### config.mk
export PLATFORM = sky130hd
export DESIGN_NAME = multi_key_debouncer_flat
export DESIGN_NICKNAME = d
export VERILOG_FILES = /design/src/rtl/multi_key_debouncer_pkg.sv /design/src/rtl/multi_key_debouncer_if.sv /design/src/rtl/multi_key_debouncer_channel.sv /design/src/rtl/multi_key_debouncer.sv /design/src/flat_wrapper.sv
export SDC_FILE = /design/constraint.sdc
export NUM_CORES = 1
export LEC_CHECK = 0
export ABC_AREA = 1
export CORE_MARGIN = 2
export CORE_UTILIZATION = 54
export CTS_CLUSTER_SIZE = 24
export DETAILED_ROUTE_END_ITERATION = 10
export GPL_TIMING_DRIVEN = 0
export PLACE_DENSITY = 0.81
export SETUP_SLACK_MARGIN = 0.4
export SLEW_MARGIN = 20
export SYNTH_ARGS = -nofsm -noshare
export SYNTH_HDL_FRONTEND = slang
export SYNTH_SLANG_ARGS = --single-unit
export TNS_END_PERCENT = 30
### constraint.sdc
create_clock -name clk_i -period 2.38 [get_ports clk_i]
set_input_delay 0.714 -clock clk_i [delete_from_list [all_inputs] [get_ports clk_i]]
set_output_delay 0.714 -clock clk_i [all_outputs]
set_load 0.05 [all_outputs]
### src/rtl/multi_key_debouncer_pkg.sv
// Shared types and sizing helpers for the multi-key debouncer.
package debouncer_pkg;

  typedef enum logic [1:0] {
    RELEASED     = 2'd0,
    PRESS_WAIT   = 2'd1,
    PRESSED      = 2'd2,
    RELEASE_WAIT = 2'd3
  } key_fsm_e;

  // One counter serves both the stability filter and the long-press hold time.
  function automatic int cnt_width(input int stable, input int long_cycles);
    int m;
    m = (stable > long_cycles) ? stable : long_cycles;
    return $clog2(m + 1);
  endfunction

endpackage

### src/rtl/multi_key_debouncer_if.sv
// Key inputs and debounced level/strobe outputs of the multi-key debouncer.
interface multi_key_debouncer_if #(
  parameter int NUM_KEYS = 4
);
  logic [NUM_KEYS-1:0] key_i;
  logic [NUM_KEYS-1:0] key_state_o;
  logic [NUM_KEYS-1:0] key_pressed_stb_o;
  logic [NUM_KEYS-1:0] key_released_stb_o;
  logic [NUM_KEYS-1:0] key_long_stb_o;

  modport master (
    output key_i,
    input  key_state_o, key_pressed_stb_o, key_released_stb_o, key_long_stb_o
  );

  modport slave (
    input  key_i,
    output key_state_o, key_pressed_stb_o, key_released_stb_o, key_long_stb_o
  );
endinterface

### src/rtl/multi_key_debouncer_channel.sv
// One key channel: synchroniser, debounce FSM and shared filter/hold counter.
//
// state        | meaning
// RELEASED     | key idle, level 0
// PRESS_WAIT   | key seen pressed, counting agreeing samples
// PRESSED      | press accepted, level 1, counting hold time
// RELEASE_WAIT | key seen released, counting agreeing samples, level still 1
module debounce_channel
  import debouncer_pkg::*;
#(
  parameter int SYNC_STAGES       = 2,
  parameter int STABLE_CYCLES     = 16,
  parameter int LONG_PRESS_CYCLES = 1000,
  parameter int KEY_ACTIVE_LOW    = 0
) (
  input  logic clk_i,
  input  logic rst_i,
  input  logic key_raw,
  output logic key_state,
  output logic pressed_stb,
  output logic released_stb,
  output logic long_stb
);

  localparam int CW = cnt_width(STABLE_CYCLES, LONG_PRESS_CYCLES);
  localparam logic          IDLE_LVL  = (KEY_ACTIVE_LOW != 0);
  localparam logic          LONG_EN   = (LONG_PRESS_CYCLES != 0);
  localparam logic [CW-1:0] CNT_ONE   = CW'(1);
  localparam logic [CW-1:0] STABLE_M1 = CW'(STABLE_CYCLES - 1);
  localparam logic [CW-1:0] LONG_TC   = CW'(LONG_PRESS_CYCLES);
  localparam logic [CW-1:0] LONG_M1   = CW'(LONG_EN ? LONG_PRESS_CYCLES - 1 : 0);

  logic [SYNC_STAGES-1:0] sync_q;
  logic                   s;
  key_fsm_e               state_q, state_d;
  logic [CW-1:0]          cnt_q, cnt_d;
  logic                   press_d, release_d, long_d;

  assign s = sync_q[SYNC_STAGES-1] ^ IDLE_LVL;

  // The sample that leaves a stable state counts as the first agreeing one,
  // so a one-cycle filter accepts straight from RELEASED/PRESSED.
  always_comb begin
    state_d   = state_q;
    cnt_d     = cnt_q;
    press_d   = 1'b0;
    release_d = 1'b0;
    long_d    = 1'b0;
    case (state_q)
      RELEASED: begin
        cnt_d = '0;
        if (s) begin
          if (STABLE_CYCLES == 1) begin
            state_d = PRESSED;
            press_d = 1'b1;
          end else begin
            state_d = PRESS_WAIT;
            cnt_d   = CNT_ONE;
          end
        end
      end
      PRESS_WAIT: begin
        if (!s) begin
          state_d = RELEASED;
          cnt_d   = '0;
        end else if (cnt_q == STABLE_M1) begin
          state_d = PRESSED;
          cnt_d   = '0;
          press_d = 1'b1;
        end else begin
          cnt_d = cnt_q + CNT_ONE;
        end
      end
      PRESSED: begin
        if (!s) begin
          if (STABLE_CYCLES == 1) begin
            state_d   = RELEASED;
            cnt_d     = '0;
            release_d = 1'b1;
          end else begin
            state_d = RELEASE_WAIT;
            cnt_d   = CNT_ONE;
          end
        end else if (LONG_EN && (cnt_q != LONG_TC)) begin
          cnt_d  = cnt_q + CNT_ONE;
          long_d = (cnt_q == LONG_M1);
        end
      end
      RELEASE_WAIT: begin
        if (s) begin
          state_d = PRESSED;
          cnt_d   = '0;
        end else if (cnt_q == STABLE_M1) begin
          state_d   = RELEASED;
          cnt_d     = '0;
          release_d = 1'b1;
        end else begin
          cnt_d = cnt_q + CNT_ONE;
        end
      end
      default: begin
        state_d = RELEASED;
        cnt_d   = '0;
      end
    endcase
  end

  // Synchroniser resets to the idle pin level so an active-low key does not
  // look pressed while the first real samples ripple through.
  always_ff @(posedge clk_i or posedge rst_i) begin
    if (rst_i) begin
      sync_q       <= {SYNC_STAGES{IDLE_LVL}};
      state_q      <= RELEASED;
      cnt_q        <= '0;
      key_state    <= 1'b0;
      pressed_stb  <= 1'b0;
      released_stb <= 1'b0;
      long_stb     <= 1'b0;
    end else begin
      sync_q       <= {sync_q[SYNC_STAGES-2:0], key_raw};
      state_q      <= state_d;
      cnt_q        <= cnt_d;
      key_state    <= (state_d == PRESSED) || (state_d == RELEASE_WAIT);
      pressed_stb  <= press_d;
      released_stb <= release_d;
      long_stb     <= long_d;
    end
  end

endmodule

### src/rtl/multi_key_debouncer.sv
// Debounces NUM_KEYS independent key inputs into levels plus press, release
// and long-press strobes.
module multi_key_debouncer
  import debouncer_pkg::*;
#(
  parameter int NUM_KEYS          = 4,
  parameter int SYNC_STAGES       = 2,
  parameter int STABLE_CYCLES     = 16,
  parameter int LONG_PRESS_CYCLES = 1000,
  parameter int KEY_ACTIVE_LOW    = 0
) (
  input  logic                  clk_i,
  input  logic                  rst_i,
  multi_key_debouncer_if.slave  keys
);

  if (SYNC_STAGES < 2) begin : g_bad_sync
    $error("multi_key_debouncer: SYNC_STAGES must be >= 2");
  end
  if (STABLE_CYCLES < 1) begin : g_bad_stable
    $error("multi_key_debouncer: STABLE_CYCLES must be >= 1");
  end
  if (LONG_PRESS_CYCLES != 0 && LONG_PRESS_CYCLES <= STABLE_CYCLES) begin : g_bad_long
    $error("multi_key_debouncer: LONG_PRESS_CYCLES must be 0 or exceed STABLE_CYCLES");
  end

  logic [NUM_KEYS-1:0] state_v;
  logic [NUM_KEYS-1:0] press_v;
  logic [NUM_KEYS-1:0] release_v;
  logic [NUM_KEYS-1:0] long_v;

  for (genvar g = 0; g < NUM_KEYS; g++) begin : g_ch
    debounce_channel #(
      .SYNC_STAGES       (SYNC_STAGES),
      .STABLE_CYCLES     (STABLE_CYCLES),
      .LONG_PRESS_CYCLES (LONG_PRESS_CYCLES),
      .KEY_ACTIVE_LOW    (KEY_ACTIVE_LOW)
    ) u_ch (
      .clk_i        (clk_i),
      .rst_i        (rst_i),
      .key_raw      (keys.key_i[g]),
      .key_state    (state_v[g]),
      .pressed_stb  (press_v[g]),
      .released_stb (release_v[g]),
      .long_stb     (long_v[g])
    );
  end

  assign keys.key_state_o        = state_v;
  assign keys.key_pressed_stb_o  = press_v;
  assign keys.key_released_stb_o = release_v;
  assign keys.key_long_stb_o     = long_v;

endmodule

### src/flat_wrapper.sv
// flat-port wrapper written by rule: the top's interface ports become plain ports
module multi_key_debouncer_flat import debouncer_pkg::*;
#(
  parameter int NUM_KEYS          = 4,
  parameter int SYNC_STAGES       = 2,
  parameter int STABLE_CYCLES     = 16,
  parameter int LONG_PRESS_CYCLES = 1000,
  parameter int KEY_ACTIVE_LOW    = 0
)
  (clk_i, rst_i, keys_key_i, keys_key_state_o, keys_key_pressed_stb_o, keys_key_released_stb_o, keys_key_long_stb_o);
  multi_key_debouncer_if #(.NUM_KEYS(NUM_KEYS)) keys_i ();
  input  logic clk_i;
  input  logic rst_i;
  input wire logic [$bits(keys_i.key_i)-1:0] keys_key_i;
  output wire logic [$bits(keys_i.key_state_o)-1:0] keys_key_state_o;
  output wire logic [$bits(keys_i.key_pressed_stb_o)-1:0] keys_key_pressed_stb_o;
  output wire logic [$bits(keys_i.key_released_stb_o)-1:0] keys_key_released_stb_o;
  output wire logic [$bits(keys_i.key_long_stb_o)-1:0] keys_key_long_stb_o;
  assign keys_i.key_i = keys_key_i;
  assign keys_key_state_o = keys_i.key_state_o;
  assign keys_key_pressed_stb_o = keys_i.key_pressed_stb_o;
  assign keys_key_released_stb_o = keys_i.key_released_stb_o;
  assign keys_key_long_stb_o = keys_i.key_long_stb_o;
  multi_key_debouncer #(.NUM_KEYS(NUM_KEYS), .SYNC_STAGES(SYNC_STAGES), .STABLE_CYCLES(STABLE_CYCLES), .LONG_PRESS_CYCLES(LONG_PRESS_CYCLES), .KEY_ACTIVE_LOW(KEY_ACTIVE_LOW)) u_core (.clk_i(clk_i), .rst_i(rst_i), .keys(keys_i));
endmodule
=== Word level (Yosys, flattened, before mapping) ===
Index checks and enable logic that the tools add are counted.

* Register bits: 72
* Input port bits: 6
* Word-level logic and storage cells: 164

* $add $sub $neg: 4
* Reductions and logical operators: 8
* Equality and inequality tests: 36
* Multiplexer cells: 88

{| class="wikitable"
|+ Operators by type and width
! operator !! number
|-
| 10-bit 2-to-1 mux || 20
|-
| 10-bit one-hot mux with 4 select lines || 4
|-
| 2-bit 2-to-1 mux || 24
|-
| 10-bit by 1-bit adder with 10-bit output (second input constant) || 4
|-
| 10-bit == test (second input constant) || 4
|-
| 10-bit by 4-bit == test with 1-bit output (second input constant) || 4
|-
| 10-bit inequality test (second input constant) || 4
|-
| 1-bit 2-to-1 mux || 36
|-
| 2-bit == test (second input constant) || 16
|-
| 2-bit one-hot mux with 4 select lines || 4
|-
| 3-bit inequality test (second input constant) || 4
|-
| 2-bit by 1-bit == test with 1-bit output (second input constant) || 4
|-
| 2-bit logical NOT || 4
|-
| 1-bit logical OR || 4
|}

=== Logic depth before layout (Yosys ltp) ===
Gate-level depths: netlist of run 1.

* Depth after elaboration: 6
* Depth in mapped cells: 10
* Gate-level depth less buffers: 10

=== Modules after synthesis ===
A second synthesis of run 1 with hierarchy kept.

* Cell total of the unflattened synthesis: 481
* Area total of the unflattened synthesis: 3866.2 µm²

{| class="wikitable"
|+ Modules (own cells, without submodules)
! module !! cells an instance !! instances !! area each (µm²)
|-
| debounce_channel at u_core.g_ch[1].u_ch ... || 118 || 2 || 929.6
|-
| debounce_channel at u_core.g_ch[3].u_ch || 131 || 1 || 1053.5
|-
| debounce_channel at u_core.g_ch[0].u_ch || 114 || 1 || 953.4
|}

=== Worst setup path after synthesis of run 1 ===
OpenSTA, ideal clock, no wires.

* Path type: register -> register
* From: reg u_core.g_ch[1].u_ch.cnt_q[1]
* To: reg u_core.g_ch[1].u_ch.key_state
* Stages on the path, launching flop included: 8
* Arrival time: 1.246 ns
* Slack: 1.011 ns
* Buffers on the path: 0
* Clock period less this slack: 1.369 ns
* Cells stage by stage: dfrtp_1 ha_1 nand2_1 nor2_1 nand4_1 or2_4 nor2_1 a21oi_1

* Longest elaborated chain between the ends: 6
* Elaborated cells on any way between the ends: 9
* Classes of those cells: eq/ne: 3; mux: 5; reduce/logical: 1

{| class="wikitable"
|+ Ends and longest elaborated chain
! element !! RTL line !! RTL
|-
| start, declared || multi_key_debouncer_channel.sv:36 || <nowiki>logic [CW-1:0] cnt_q, cnt_d;</nowiki>
|-
| start signal, assigned || multi_key_debouncer_channel.sv:122 || <nowiki>cnt_q <= cnt_d;</nowiki>
|-
| 10-bit by 4-bit == test with 1-bit output * || multi_key_debouncer_channel.sv:66, multi_key_debouncer_channel.sv:93 ||
|-
| 2-bit 2-to-1 mux, on equally long branches || multi_key_debouncer_channel.sv:93, multi_key_debouncer_channel.sv:66 ||
|-
| 2-bit 2-to-1 mux, on equally long branches || multi_key_debouncer_channel.sv:90, multi_key_debouncer_channel.sv:63 ||
|-
| 2-bit one-hot mux with 4 select lines * || multi_key_debouncer_channel.sv:49 || <nowiki>case (state_q)</nowiki>
|-
| 2-bit == test || multi_key_debouncer_channel.sv:123 || <nowiki>key_state <= (state_d == PRESSED) || (state_d == RELEASE_WAIT);</nowiki>
|-
| 1-bit logical OR * || multi_key_debouncer_channel.sv:123 ||
|-
| end signal, assigned || multi_key_debouncer_channel.sv:123 ||
|-
| end, declared || multi_key_debouncer_channel.sv:19 || <nowiki>output logic key_state,</nowiki>
|}

Mark *: on every way between the ends. The rest lies on a longest branch, timed or not.
A chain may end at the register's enable or synchronous reset.

=== Final worst setup path of run 1 ===
* From: reg u_core.g_ch[1].u_ch.released_stb
* To: out keys_key_released_stb_o[1]

{| class="wikitable"
|+ RTL lines
! element !! RTL line !! RTL
|-
| start, declared || multi_key_debouncer_channel.sv:21 || <nowiki>output logic released_stb,</nowiki>
|-
| start signal, assigned || multi_key_debouncer_channel.sv:125 || <nowiki>released_stb <= release_d;</nowiki>
|-
| end, declared || flat_wrapper.sv:17 || <nowiki>output wire logic [$bits(keys_i.key_released_stb_o)-1:0] keys_key_released_stb_o;</nowiki>
|}

No word-level cell between the ends.

==> results of run 1 <==
-- cell type report --
type                            count  area (µm²)  area share
Clock inverter                      7         101      0.0224
Timing Repair Buffer               23         238      0.0526
Inverter                           73         278      0.0614
Sequential cell                    71        1780       0.393
Tap cell                           99         124      0.0274
Clock buffer                        9         124      0.0274
Buffer                             21         150      0.0332
Multi-Input combinational cell    346        1730       0.382
-- timing repair --
item / CTS / global route
resized for setup: 26 / 6
pin swaps: 0 / 0
endpoints found under the setup margin: 16 / 13
-- layout by cell type (no fill, tap or decap), drive strengths merged --
master and count:
clkbuf 12, o21a 1, o21bai 1, o31ai 3, a21oi 10, a31oi 1
dlygate4sd2 8, o311ai 1, nor3 17, nor2 90, nand4 28, nand3 41
nor4 3, o22ai 3, o21ai 16, nand2 108, bufinv 2, ha 8
clkdlybuf4s50 5, dfrtp 71, nand3b 1, clkdlybuf4s15 5, clkinv 2, xor2 6
a21boi 1, buf 23, inv 73, xnor2 3, a31o 1, or2 3
clkinvlp 3
-- registers in the layout, indices dropped and copies added (netlist names) --
| signal | cells |
|---|---|
| u_core.g_ch.u_ch.cnt_q | 40 |
| u_core.g_ch.u_ch.key_state | 4 |
| u_core.g_ch.u_ch.long_stb | 4 |
| u_core.g_ch.u_ch.pressed_stb | 4 |
| u_core.g_ch.u_ch.released_stb | 4 |
| u_core.g_ch.u_ch.state_q | 7 |
| u_core.g_ch.u_ch.sync_q | 8 |
-- worst register-to-register path, cell delays in order (launching register included) --
cell	delay, ns
dfrtp_1	0.46
ha_1	0.24
nand2_1	0.13
nor2_1	0.15
nand4_2	0.19
nand4_1	0.14
nand3_1	0.10
nand2_1	0.07
nand2_1	0.04
-- synth_stat cells (6+ instances only) --
master and count:
a21oi_1 10, buf_4 18, dfrtp_1 71, ha_1 8
inv_1 69, nand2_1 106, nand3_1 40, nand4_1 27
nor2_1 84, nor3_1 14, o21ai_0 14, xor2_1 6
-- kinds of logic (layout without fill, tap and decap cells) --
kind of cell	Yosys count	in the layout	share of synthesized area
AND/OR/NAND/NOR	291	291	0.335
XOR/XNOR	9	9	0.0201
buffers and inverters	94	133	0.108
flip-flops	71	71	0.452
adder cells (fa/ha/maj)	8	8	0.0255
AO/OA/AOI/OAI	38	38	0.0589
-- routing by layer --
layer | vias to the layer above | track usage | part of all wire
li1 | 1708 | - | -
met1 | 1597 | 0.269 | 0.45
met2 | 85 | 0.360 | 0.49
met3 | 16 | 0.0545 | 0.043
met4 | 0 | 0.0828 | 0.018
met5 | - | 0 | 0
-- stage by stage --
stage,utilization,instances
finish,0.633,649
global route,0.633,649
CTS,0.635,649
detailed placement,0.604,633
global placement,0.598,631
floorplan,-,511
-- power by group through the flow --
stage | logic [µW] | clock network (µW) | registers, µW
final | 146 | 1090 | 1250
after global routing | 166 | 1170 | 1250
after CTS | 147 | 1120 | 1250
after detailed placement | 146 | 0 | 1270
after global placement | 129 | 0 | 1270
after floorplan | 98.6 | 0 | 1260
-- worst paths after layout --
kind | start | to | slack, ns | cells after the start
min reg2reg | u_core.g_ch[3].u_ch.sync_q[0] | u_core.g_ch[3].u_ch.sync_q[1] | 0.35 | 0
min in group asynchronous | rst_i | u_core.g_ch[2].u_ch.sync_q[0] | 0.74 | 2
min | u_core.g_ch[3].u_ch.sync_q[0] | u_core.g_ch[3].u_ch.sync_q[1] | 0.35 | 0
max reg2reg | u_core.g_ch[0].u_ch.cnt_q[0] | u_core.g_ch[0].u_ch.cnt_q[1] | 0.75 | 8
max | u_core.g_ch[1].u_ch.released_stb | keys_key_released_stb_o[1] | 0.38 | 2
max in group asynchronous | rst_i | u_core.g_ch[0].u_ch.cnt_q[1] | 0.96 | 4
==> results.cfg, run 1 <==
[grt]
grt_first_pass_wirelength_um = 13400
grt_util_all_layers = 0.215
grt_max_degree = 30
antenna_found_initial = 0
grt_pass1_vias = 3149
gr-total-overflow = 0

[timing]
fin_setup_tns_ns = 0
rsz0062_at_grt = yes
finalClockSkew_ns = 0.00833
tightest_slew_ns = 0.526
hold_viol = 0
finalCritPeriodShare = 0.842
finalSetupViolations = 0
drv_slew = 0
worst_hold_slack_ns = 0.354
period_minus_slack_ns = 2.00
fin_ws_ns = 0.377
maxSlewHeadroom = 0.649
max_freq_mhz = 499

[setup_path]
critPathLaunchType = flop
critPathMaxFanout = 1
crit_family = buffers and inverters
path_buf_inv = 2
critPathRequiredTime_ns = 1.67
crit_slowest_cell = dlygate4sd2_1
cp.arrival_ns = 1.29
crit_chain = buf_4 > dlygate4sd2_1
endpoint_kind = output port
cpPeakStageDelay_ns = 0.51
critPathKind = flop to output port

[placed_design]
placed_area_mm2 = 0.00431
port_buffers = 21
dp_hpwl_um = 5660
pre_cts_ws_ns = 0.278
place_congestion = 0.873

[power]
ir_drop_mv = 0.345
p_switching_uw = 608
p_comb_frac = 0.059
power_switching_share = 0.245
internal_power_uw = 1880
power.share.clock = 0.440
power.total_uw = 2480
pwr-share-seq = 0.502
power_density_mw_per_mm2 = 549
leakage_uw = 0.00209

[routing]
wirelength_um = 7800
first_iter_violations = 161
first_pass_iters = 5
vias = 3406
viasPerCell = 5.25
antenna_left = 0
drc = 0
wl_per_cell_um = 12.0

[final_layout]
area_delta_synth_final_pct = 15.1
diodes = 0
nFillCells = 631
final_area_mm2 = 0.00452
nets = 559
drive_gt1_frac = 0.127

[hold_path]
hold_class = flop to flop

[clocking]
numCtsBuffers = 9
ctsHoldBuffers = 0
ctsLongestPathBuffers = 2
cts_tree = yes
h-tree-depth = 3
clkSinkCount = 71
clk_pin_slew_worst_paths_ns = 0.08
cts_root_buffer = clkbuf_8
cts_setup_buffers = 0
clk_latency_ns = 0.35

[yosys]
synth_top_area_frac = 0.452
synth_edf_count = 0
syn_area_per_cell_um2 = 7.69
ys_seq_area_frac = 0.452
ys_types = 37
netlist_instances = 511
post-synth-top-area-cell = dfrtp_1
synthArstFlopShare = 1.00
synth_flop_cell = dfrtp_1
synth_warnings = 0
synth_fp_nets = 525
ys_ff_latch = 71
syn_area_mm2 = 0.00393
ys_top_cells_by_area = dfrtp_1 45%, nand2_1 10%, nor2_1 8.0%

[die]
die_h_um = 89.3
ios = 22
die_w_um = 89.3
row_count = 31
core_area_mm2 = 0.00714
initial_core_util = 0.550
dieArea_mm2 = 0.00797

[flow_run]
cap_violations = 0

[outcome]
status = finished clean
Power figures use the tool's default switching activity.
==> run 2, diff against run 1 <==
clock period = 1.7 ns   (was 2.38 ns; I/O delays follow)
==> run 2 against run 1 <==
Via count grew 11%. Critical path depth grew 5. First-iteration DRC count grew 71%. Die area is the same. Sequential share of layout area shrank 5.7 points. Setup slack lost 0.28 ns. Hold slack gained 0.0026 ns. Combinational power grew 99%. Critical endpoint is now u_core.g_ch[1].u_ch.state_q[1]. Largest cell class is now multi-input combinational cells. Highest routed layer unchanged.
==> results.cfg, run 2 (synthesis gave the netlist of run 1 again) <==
[timing]
drv_slew = 0
finalClockSkew_ns = 0.00979
hold_viol = 0
max_freq_mhz = 624
tightest_slew_ns = 0.541
rsz0062_at_grt = yes
period_minus_slack_ns = 1.60
fin_setup_tns_ns = 0
maxSlewHeadroom = 0.639
fin_ws_ns = 0.0982
finalCritPeriodShare = 0.942
finalSetupViolations = 0

[setup_path]
cp.arrival_ns = 1.85
critPathLaunchType = flop
critPathRequiredTime_ns = 1.95
crit_family = simple AND/OR/NAND/NOR gates
path_buf_inv = 0
crit_slowest_cell = dfrtp_1
endpoint_kind = flop
critPathMaxFanout = 5
critPathKind = flop to flop
crit_chain = ha_2 > nand2_2 > nor2_2 > nand4_1 > or2_4 > nor2_4 > a21oi_1
cpPeakStageDelay_ns = 0.41

[power]
internal_power_uw = 2670
ir_drop_mv = 0.528
power.share.clock = 0.431
leakage_uw = 0.00235
power_switching_share = 0.256
power.total_uw = 3590
p_comb_frac = 0.081
p_switching_uw = 918
power_density_mw_per_mm2 = 675
pwr-share-seq = 0.488

[die]
ios = 22
die_w_um = 89.3
core_area_mm2 = 0.00714
dieArea_mm2 = 0.00797
initial_core_util = 0.550
row_count = 31
die_h_um = 89.3

[grt]
grt_pass1_vias = 3297
antenna_found_initial = 0
grt_util_all_layers = 0.232
grt_max_degree = 30
grt_first_pass_wirelength_um = 14400
gr-total-overflow = 0

[final_layout]
seq_area_mm2 = 0.00179
nFillCells = 478
largest_reg_flops = 40
top_register = u_core.g_ch.u_ch.cnt_q
multi_input_area_mm2 = 0.00210
fin_cells = 680
final_area_mm2 = 0.00531
final_cell_mix = 97 x nand2_1, 64 x dfrtp_1, 63 x nor2_1, 59 x inv_1, 30 x nand3_1
area_delta_synth_final_pct = 35.3
drive_gt1_frac = 0.312
nets = 590
final_common_cell = nand2_1
diodes = 0
largestRegisters = u_core.g_ch.u_ch.cnt_q x40, u_core.g_ch.u_ch.sync_q x8, u_core.g_ch.u_ch.state_q x7

[routing]
antenna_left = 0
vias = 3775
drc = 0
viasPerCell = 5.55
wirelength_um = 9980
first_iter_violations = 276
first_pass_iters = 5
wl_per_cell_um = 14.7

[placed_design]
port_buffers = 21
pre_cts_ws_ns = -0.198
placed_area_mm2 = 0.00431
placed_cells = 633
place_congestion = 0.873
dp_hpwl_um = 5660

[outcome]
status = finished clean

[clocking]
ctsHoldBuffers = 0
h-tree-depth = 3
clkSinkCount = 71
numCtsBuffers = 9
clk_pin_slew_worst_paths_ns = 0.08
cts_root_buffer = clkbuf_8
cts_tree = yes
ctsLongestPathBuffers = 2
clk_latency_ns = 0.36

[hold_path]
hold_class = flop to flop

[flow_run]
cap_violations = 0
run 2: cell type report:
class                      count  area share
buffer                        21      0.0403
multi-input combinational    347       0.396
inverter                      73      0.0542
clock buffer                   9      0.0233
tap                           99      0.0233
sequential                    71       0.336
timing repair buffer          53       0.108
clock inverter                 7      0.0191
run 2: path summary, 6_finish.rpt:
kind                       slack (ns)  cells past startpoint                     startpoint                        endpoint
hold reg to reg                  0.36                      0  u_core.g_ch[1].u_ch.sync_q[0]   u_core.g_ch[1].u_ch.sync_q[1]
max in group asynchronous        0.43                      4                          rst_i    u_core.g_ch[0].u_ch.cnt_q[1]
setup reg to reg                  0.1                      7   u_core.g_ch[1].u_ch.cnt_q[1]  u_core.g_ch[1].u_ch.state_q[1]
min in group asynchronous        0.56                      2                          rst_i    u_core.g_ch[2].u_ch.cnt_q[1]
setup / recovery                  0.1                      7   u_core.g_ch[1].u_ch.cnt_q[1]  u_core.g_ch[1].u_ch.state_q[1]
hold / removal                   0.36                      0  u_core.g_ch[1].u_ch.sync_q[0]   u_core.g_ch[1].u_ch.sync_q[1]
run 2: routing by layer:
metal	track usage	vias to the layer above	routed length (µm)
li1	-	1773	-
met1	0.291	1810	3910
met2	0.391	154	5230
met3	0.0582	38	535
met4	0.0868	0	300
met5	0	-	0
run 2: through the flow:
step / util / hold slack, ns
floorplan: - / 0.331
global placement: 0.598 / 0.332
detailed placement: 0.604 / 0.338
CTS: 0.688 / 0.357
global route: 0.745 / 0.368
finish: 0.745 / 0.357
run 2: power groups by stage:
stage / clock, µW / combinational [µW] / sequential (µW)
after floorplan: 0 / 138 / 1770
after global placement: 0 / 181 / 1780
after detailed placement: 0 / 205 / 1780
after CTS: 1560 / 231 / 1750
after global routing: 1640 / 322 / 1750
final: 1550 / 291 / 1750
run 2: timing repair:
item | 4_1_cts | 5_1_grt
pin swaps | 15 | 33
endpoints found under the setup margin | 71 | 97
endpoints found under the hold margin | 0 | 0
setup buffers | 12 | 18
gates cloned | 0 | 1
gates resized for setup | 183 | 72
